===== src/rtl/raymarch_pkg.sv =====
// ---------------------------------------------------------------------------
// raymarch_pkg
// Shared definitions for the pixel scheduler:
//   - scheduler state encoding (IDLE, RENDER, DRAIN, DONE)
//   - framebuffer pixel width PIX_W
//   - colour packing helper pack_rgb()
// Build option: define PIXEL_SCHED_RGB565_EN for RGB565 (PIX_W=16).
// Without it the framebuffer pixel is RGB444 (PIX_W=12).
// ---------------------------------------------------------------------------
package raymarch_pkg;

   typedef logic [1:0] state_t;

   localparam state_t S_IDLE   = 2'd0;
   localparam state_t S_RENDER = 2'd1;
   localparam state_t S_DRAIN  = 2'd2;
   localparam state_t S_DONE   = 2'd3;

`ifdef PIXEL_SCHED_RGB565_EN
   localparam int unsigned PIX_W = 16;
`else
   localparam int unsigned PIX_W = 12;
`endif

   // Reduce an 8/8/8 colour to the framebuffer format by keeping the MSBs.
   function automatic logic [PIX_W-1:0] pack_rgb(input logic [7:0] r,
                                                 input logic [7:0] g,
                                                 input logic [7:0] b);
`ifdef PIXEL_SCHED_RGB565_EN
      return {r[7:3], g[7:2], b[7:3]};
`else
      return {r[7:4], g[7:4], b[7:4]};
`endif
   endfunction

endpackage


===== src/rtl/pixel_scheduler_raster_counter.sv =====
// ---------------------------------------------------------------------------
// raster_counter
// Raster-order x/y position counter.
// Ports:
//   clk, rst_n  clock, asynchronous active-low reset
//   clear       synchronous return to (0,0)
//   advance     step one pixel; x wraps WIDTH-1 -> 0 with y+1,
//               and (WIDTH-1,HEIGHT-1) wraps to (0,0)
//   x, y        current position
//   at_last     high while the position is (WIDTH-1,HEIGHT-1)
// ---------------------------------------------------------------------------
module raster_counter #(
   parameter int unsigned WIDTH  = 1280,
   parameter int unsigned HEIGHT = 720
) (
   input  logic                        clk,
   input  logic                        rst_n,
   input  logic                        clear,
   input  logic                        advance,
   output logic [$clog2(WIDTH)-1:0]    x,
   output logic [$clog2(HEIGHT)-1:0]   y,
   output logic                        at_last
);

   localparam int unsigned X_W = $clog2(WIDTH);
   localparam int unsigned Y_W = $clog2(HEIGHT);
   localparam logic [X_W-1:0] X_LAST = X_W'(WIDTH - 1);
   localparam logic [Y_W-1:0] Y_LAST = Y_W'(HEIGHT - 1);

   logic x_last;
   logic y_last;

   always_comb begin
      x_last  = (x == X_LAST);
      y_last  = (y == Y_LAST);
      at_last = x_last && y_last;
   end

   always_ff @(posedge clk or negedge rst_n) begin
      if (!rst_n) begin
         x <= '0;
         y <= '0;
      end else if (clear) begin
         x <= '0;
         y <= '0;
      end else if (advance) begin
         if (x_last) begin
            x <= '0;
            y <= y_last ? '0 : y + 1'b1;
         end else begin
            x <= x + 1'b1;
         end
      end
   end

endmodule


===== src/rtl/pixel_scheduler.sv =====
// ---------------------------------------------------------------------------
// pixel_scheduler
// Issues pixel coordinates to the raymarcher in raster order, writes each
// completed pixel to the framebuffer BRAM port, and frames one full render
// with a start/done handshake.
// Ports:
//   clk_in, rst_n_in         clock, asynchronous active-low reset
//   frame_start              pulse: begin a frame (ignored while busy/done)
//   pixel_done               raymarcher result strobe (one cycle)
//   out_x, out_y             coordinates of the completed pixel
//   red_in/green_in/blue_in  completed pixel colour
//   curr_x, curr_y           next pixel offered to the raymarcher
//   fb_we, fb_addr, fb_data  framebuffer write port (addr = y*WIDTH+x)
//   busy                     high from accepted frame_start until frame_done
//   frame_done               pulse after the last framebuffer write
// Build option: PIXEL_SCHED_RGB565_EN selects RGB565 fb_data (else RGB444).
// ---------------------------------------------------------------------------
module pixel_scheduler
   import raymarch_pkg::*;
#(
   parameter int unsigned WIDTH  = 1280,
   parameter int unsigned HEIGHT = 720,
   parameter int unsigned ADDR_W = $clog2(WIDTH * HEIGHT)
) (
   input  logic                        clk_in,
   input  logic                        rst_n_in,
   input  logic                        frame_start,
   input  logic                        pixel_done,
   input  logic [$clog2(WIDTH)-1:0]    out_x,
   input  logic [$clog2(HEIGHT)-1:0]   out_y,
   input  logic [7:0]                  red_in,
   input  logic [7:0]                  green_in,
   input  logic [7:0]                  blue_in,
   output logic [$clog2(WIDTH)-1:0]    curr_x,
   output logic [$clog2(HEIGHT)-1:0]   curr_y,
   output logic                        fb_we,
   output logic [ADDR_W-1:0]           fb_addr,
   output logic [PIX_W-1:0]            fb_data,
   output logic                        busy,
   output logic                        frame_done
);

   localparam int unsigned N_PIX = WIDTH * HEIGHT;
   localparam int unsigned CNT_W = $clog2(N_PIX + 1);
   localparam logic [CNT_W-1:0] CNT_LAST = CNT_W'(N_PIX - 1);

   state_t             state;
   logic               pixel_done_d1;
   logic               pending;      // pixel in flight was issued in RENDER
   logic               last_issued;  // final pixel of the frame handed out
   logic [CNT_W-1:0]   result_cnt;
   logic               advance;
   logic               at_last;
   logic               raster_clear;
   logic               write_now;
   logic [ADDR_W-1:0]  pix_addr;

   // The raymarcher samples curr_x/curr_y on the edge where pixel_done_d1 is
   // high, so the raster steps on that same edge.
   always_comb begin
      advance      = (state == S_RENDER) && pixel_done_d1;
      raster_clear = (state == S_IDLE);
      write_now    = pixel_done && pending && (state != S_IDLE);
      pix_addr     = ADDR_W'(out_y) * ADDR_W'(WIDTH) + ADDR_W'(out_x);
   end

   raster_counter #(
      .WIDTH  (WIDTH),
      .HEIGHT (HEIGHT)
   ) u_raster (
      .clk     (clk_in),
      .rst_n   (rst_n_in),
      .clear   (raster_clear),
      .advance (advance),
      .x       (curr_x),
      .y       (curr_y),
      .at_last (at_last)
   );

   always_ff @(posedge clk_in or negedge rst_n_in) begin
      if (!rst_n_in) begin
         state         <= S_IDLE;
         pixel_done_d1 <= 1'b0;
         pending       <= 1'b0;
         last_issued   <= 1'b0;
         result_cnt    <= '0;
         fb_we         <= 1'b0;
         fb_addr       <= '0;
         fb_data       <= '0;
         busy          <= 1'b0;
         frame_done    <= 1'b0;
      end else begin
         pixel_done_d1 <= pixel_done;
         fb_we         <= 1'b0;
         frame_done    <= 1'b0;

         // A pixel sampled outside RENDER (idle, drain) must never be
         // written, so the tag is taken from the state at the sample edge.
         if (pixel_done_d1) begin
            pending <= (state == S_RENDER);
         end else if (pixel_done) begin
            pending <= 1'b0;
         end

         if (write_now) begin
            fb_we   <= 1'b1;
            fb_addr <= pix_addr;
            fb_data <= pack_rgb(red_in, green_in, blue_in);
         end

         if (fb_we) begin
            result_cnt <= result_cnt + 1'b1;
         end

         case (state)
            S_IDLE: begin
               if (frame_start) begin
                  state       <= S_RENDER;
                  busy        <= 1'b1;
                  result_cnt  <= '0;
                  last_issued <= 1'b0;
               end
            end
            S_RENDER: begin
               if (advance && at_last) begin
                  last_issued <= 1'b1;
                  state       <= S_DRAIN;
               end
            end
            S_DRAIN: begin
               // Leave on the edge ending the final write so DONE lands in
               // the very next cycle.
               if (fb_we && last_issued && (result_cnt == CNT_LAST)) begin
                  state      <= S_DONE;
                  frame_done <= 1'b1;
                  busy       <= 1'b0;
               end
            end
            S_DONE: begin
               state <= S_IDLE;
            end
            default: begin
               state <= S_IDLE;
            end
         endcase
      end
   end

`ifndef SYNTHESIS
   // The raymarcher needs at least three cycles per pixel, so a new result
   // can never coincide with the sample cycle of the previous one.
   a_no_overlap: assert property (@(posedge clk_in) disable iff (!rst_n_in)
                                  !(pixel_done && pixel_done_d1));
`endif

endmodule


===== config.mk =====
export PLATFORM = sky130hd
export DESIGN_NAME = pixel_scheduler
export DESIGN_NICKNAME = d
export VERILOG_FILES = /design/src/rtl/raymarch_pkg.sv /design/src/rtl/pixel_scheduler_raster_counter.sv /design/src/rtl/pixel_scheduler.sv
export SDC_FILE = /design/constraint.sdc
export NUM_CORES = 1
export LEC_CHECK = 0
export ABC_CLOCK_PERIOD_IN_PS = 5200
export BUFFER_PORTS_ARGS = -buffer_cell sky130_fd_sc_hd__buf_2
export CORE_MARGIN = 10
export CORE_UTILIZATION = 31
export CTS_CLUSTER_SIZE = 25
export DETAILED_ROUTE_END_ITERATION = 7
export PLACE_DENSITY = 0.49
export SLEW_MARGIN = 20
export SYNTH_ARGS = -nofsm -noshare
export SYNTH_HDL_FRONTEND = slang
export SYNTH_HIERARCHICAL = 1
export SYNTH_SLANG_ARGS = --single-unit
export TNS_END_PERCENT = 50

===== constraint.sdc =====
create_clock -name clk_in -period 5.2 [get_ports clk_in]
set_input_delay 1.04 -clock clk_in [delete_from_list [all_inputs] [get_ports clk_in]]
set_output_delay 1.04 -clock clk_in [all_outputs]
set_load 0.05 [all_outputs]

==> results.json <==
{
  "synth_edf_count": 0,
  "grt_pass1_vias": 3888,
  "path_clk_slew_ns": 0.06,
  "post_drt_wl_per_cell_microns": 14.5,
  "utilization_pct": 38.1,
  "htreeDepth": 3,
  "ys_seq_area_share_pct": 44.1,
  "cp.arrival_ns": 3.52,
  "clockBufferDepth": 2,
  "p_per_area_nw_per_um2": 467,
  "grt_max_degree": 47,
  "grt_setup_unrepaired": "no",
  "cts_made_buffers": 9,
  "period_share_pct": 62.7,
  "yosysTopAreaCellShare_pct": 44.1,
  "ys_warn_count": 6,
  "area_delta_synth_final_pct": 20.2,
  "insertion_delay_ns": 0.34,
  "cp.required_ns": 5.46,
  "pwr-share-clk_pct": 26.7,
  "ff2ff_path_depth": 6,
  "peakVddDrop_v": 0.000183,
  "path_class": "in -> reg",
  "cts_resized": 0,
  "drtIter0Drc": 176,
  "antenna_left": 0,
  "whs_path_depth": 2,
  "globalRouteOverflowTotal": 0,
  "synthTopCellsByArea": "dfrtp_1, nand2_1, ha_1, xor2_1, nor2_1",
  "path_common_cell": "ha_1",
  "wl_microns": 11100,
  "worst_setup_path_start_kind": "input pin",
  "ys_types": 70,
  "antenna_found_initial": 0,
  "power_uw": 2580,
  "viasPerCell": 4.91,
  "path_cells": "buf_2 > ha_1 > ha_1 > fa_1 > and4bb_2 > or3_1 > o211ai_2 > nor3_2 > a31o_1 > a31oi_1",
  "seqPwrFrac_pct": 32.8,
  "final.setup.tns_ns": 0,
  "clock-root-buffer": "clkbuf_16",
  "fin_crit_ns": 3.26,
  "status": "finished clean",
  "netlist_instances": 492,
  "slew_headroom_pct": 34.0,
  "place.gp.congestion": 0.816,
  "worst_pin_slew_ns": 0.988,
  "vias": 3765,
  "leakage_uw": 0.00272,
  "post_cts_buffers": 0,
  "dpl.hpwl_microns": 8220,
  "rrSetupSlack_ns": 2.19,
  "cp-end-kind": "flop",
  "rows": 44,
  "combPwrFrac_pct": 40.5,
  "slowest_stage": "fa_1",
  "final_common_cell": "nand2_1",
  "async_flop_share_pct": 100,
  "finalSetupViolCount": 0,
  "slowest_delay_ns": 0.51,
  "drv_slew": 0,
  "cts_tree": "yes",
  "initial_core_util_pct": 31.6,
  "maxCapViolCount": 0,
  "synth_ff_type": "dfrtp_1",
  "pin_count": 105,
  "cp_max_fo": 8,
  "syn_area_sq_um": 4600,
  "grt_pass1_wl_microns": 19200,
  "drive_above_1_share_pct": 21.8,
  "grt_usage_pct": 11.5,
  "intPower_uw": 1460,
  "synth.avg_cell_area_sq_um": 9.35,
  "core_area_sq_um": 14500,
  "hp-class": "reg -> reg",
  "layout_common_cells": "nand2_1, buf_2, dfrtp_1",
  "die_w_microns": 142,
  "p_sw_uw": 1120,
  "p_sw_share_pct": 43.4,
  "cts_sinks": 81,
  "die_h_microns": 142,
  "drc_errors": 0,
  "insertedDiodeCount": 0,
  "synth_area_leader_cell": "dfrtp_1",
  "design_area_sq_um": 5530,
  "finalHoldViolations": 0,
  "dpl_cell_area_sq_um": 5210,
  "dr.pass1.iters": 4,
  "synth-seq-cells": 81,
  "die_area_sq_um": 20100,
  "skew_ns": 0.00592,
  "ctsHoldBuffers": 0,
  "fin_nets": 655,
  "max_freq_mhz": 307,
  "syn_nets": 568,
  "portBuffers": 92
}
-- cells in the mapped netlist, types with 2 or more instances --
cell type / instances
fa_1: 2
o311ai_0: 2
mux2i_1: 3
and3_1: 5
o211ai_1: 6
and4bb_2: 2
nor3_1: 9
nor4_1: 4
and4bb_1: 2
xnor2_1: 13
nor3b_1: 2
a211o_1: 2
and2_1: 3
a21o_1: 6
nor2_1: 40
o211ai_2: 2
a31oi_1: 5
nor4bb_1: 2
o31ai_1: 2
nand2_2: 2
nand2b_1: 2
nand3b_1: 3
or3_1: 8
xor2_1: 18
clkbuf_1: 8
nand3_1: 24
nor2b_1: 4
ha_1: 25
dfrtp_1: 81
inv_1: 15
nand4_1: 8
o21ai_0: 20
buf_2: 5
buf_6: 2
nand3_2: 2
a211oi_1: 2
nand2_1: 105
a21oi_1: 14
-- cell families after synthesis --
kind of cell / count (synthesis) / share of synthesized area, %
AO/OA/AOI/OAI: 77 / 11.8
XOR/XNOR: 32 / 6.26
adder cells (fa/ha/maj): 27 / 7.67
buffers and inverters: 32 / 3.16
flip-flops: 81 / 44.1
multiplexers: 4 / 0.898
AND/OR/NAND/NOR: 239 / 26.1
-- routing by layer --
| metal | vias to the layer above | routed length, microns | GRT usage (%) |
|---|---|---|---|
| met5 | - | 0 | 0 |
| met4 | 0 | 195 | 4.63 |
| met3 | 16 | 465 | 3.04 |
| met2 | 49 | 5230 | 18.2 |
| met1 | 1802 | 5240 | 14.6 |
| li1 | 1898 | - | - |
-- area by class of cell --
cell class                 instances  area [sq um]
fill                            1542          9000
tap                              184           230
timing repair buffer              93           470
clock inverter                     4          76.3
clock buffer                      11           243
multi-input combinational        379          2430
inverter                          15          56.3
sequential                        81          2030
-- worst paths after layout --
| kind | to | start |
|---|---|---|
| worst max-delay path | fb_addr[19] | out_y[1] |
| worst min-delay path | fb_data[6] | fb_data[6] |
| worst max register to register | fb_addr[16] | state[0] |
| worst min register to register | fb_data[6] | fb_data[6] |
| max in group asynchronous | fb_addr[13] | rst_n_in |
| min in group asynchronous | u_raster/x[5] | rst_n_in |
-- power groups by stage --
stage | sequential [uW] | combinational (uW) | clock (uW)
after floorplan | 1260 | 395 | 0
after global placement | 854 | 1050 | 0
after detailed placement | 858 | 1060 | 0
after CTS | 848 | 1070 | 717
after global routing | 867 | 1150 | 742
final | 846 | 1050 | 691
-- flip-flops by register name (all words and copies together) (netlist names) --
signal and cells:
busy 1, fb_addr 20, fb_data 12, fb_we 1
frame_done 1, last_issued 1, pending 1, pixel_done_d1 1
result_cnt 20, state 2, u_raster/x 11, u_raster/y 10
-- metrics by stage --
step	hold slack, ns	cells	setup slack (ns)
detailed placement	0.457	752	1.58
finish	0.466	767	1.94
floorplan	0.450	492	1.92
global placement	0.454	752	1.63
CTS	0.474	767	1.94
global route	0.495	767	1.78
-- critical path, delay by kind of cell --
family	cells	cell delay (ns)
compound gates	3	0.55
fa+ha+maj	3	1.04
buf+inv	1	0.12
simple gates	3	0.76
No activity file was read; power rests on OpenSTA's default activity.
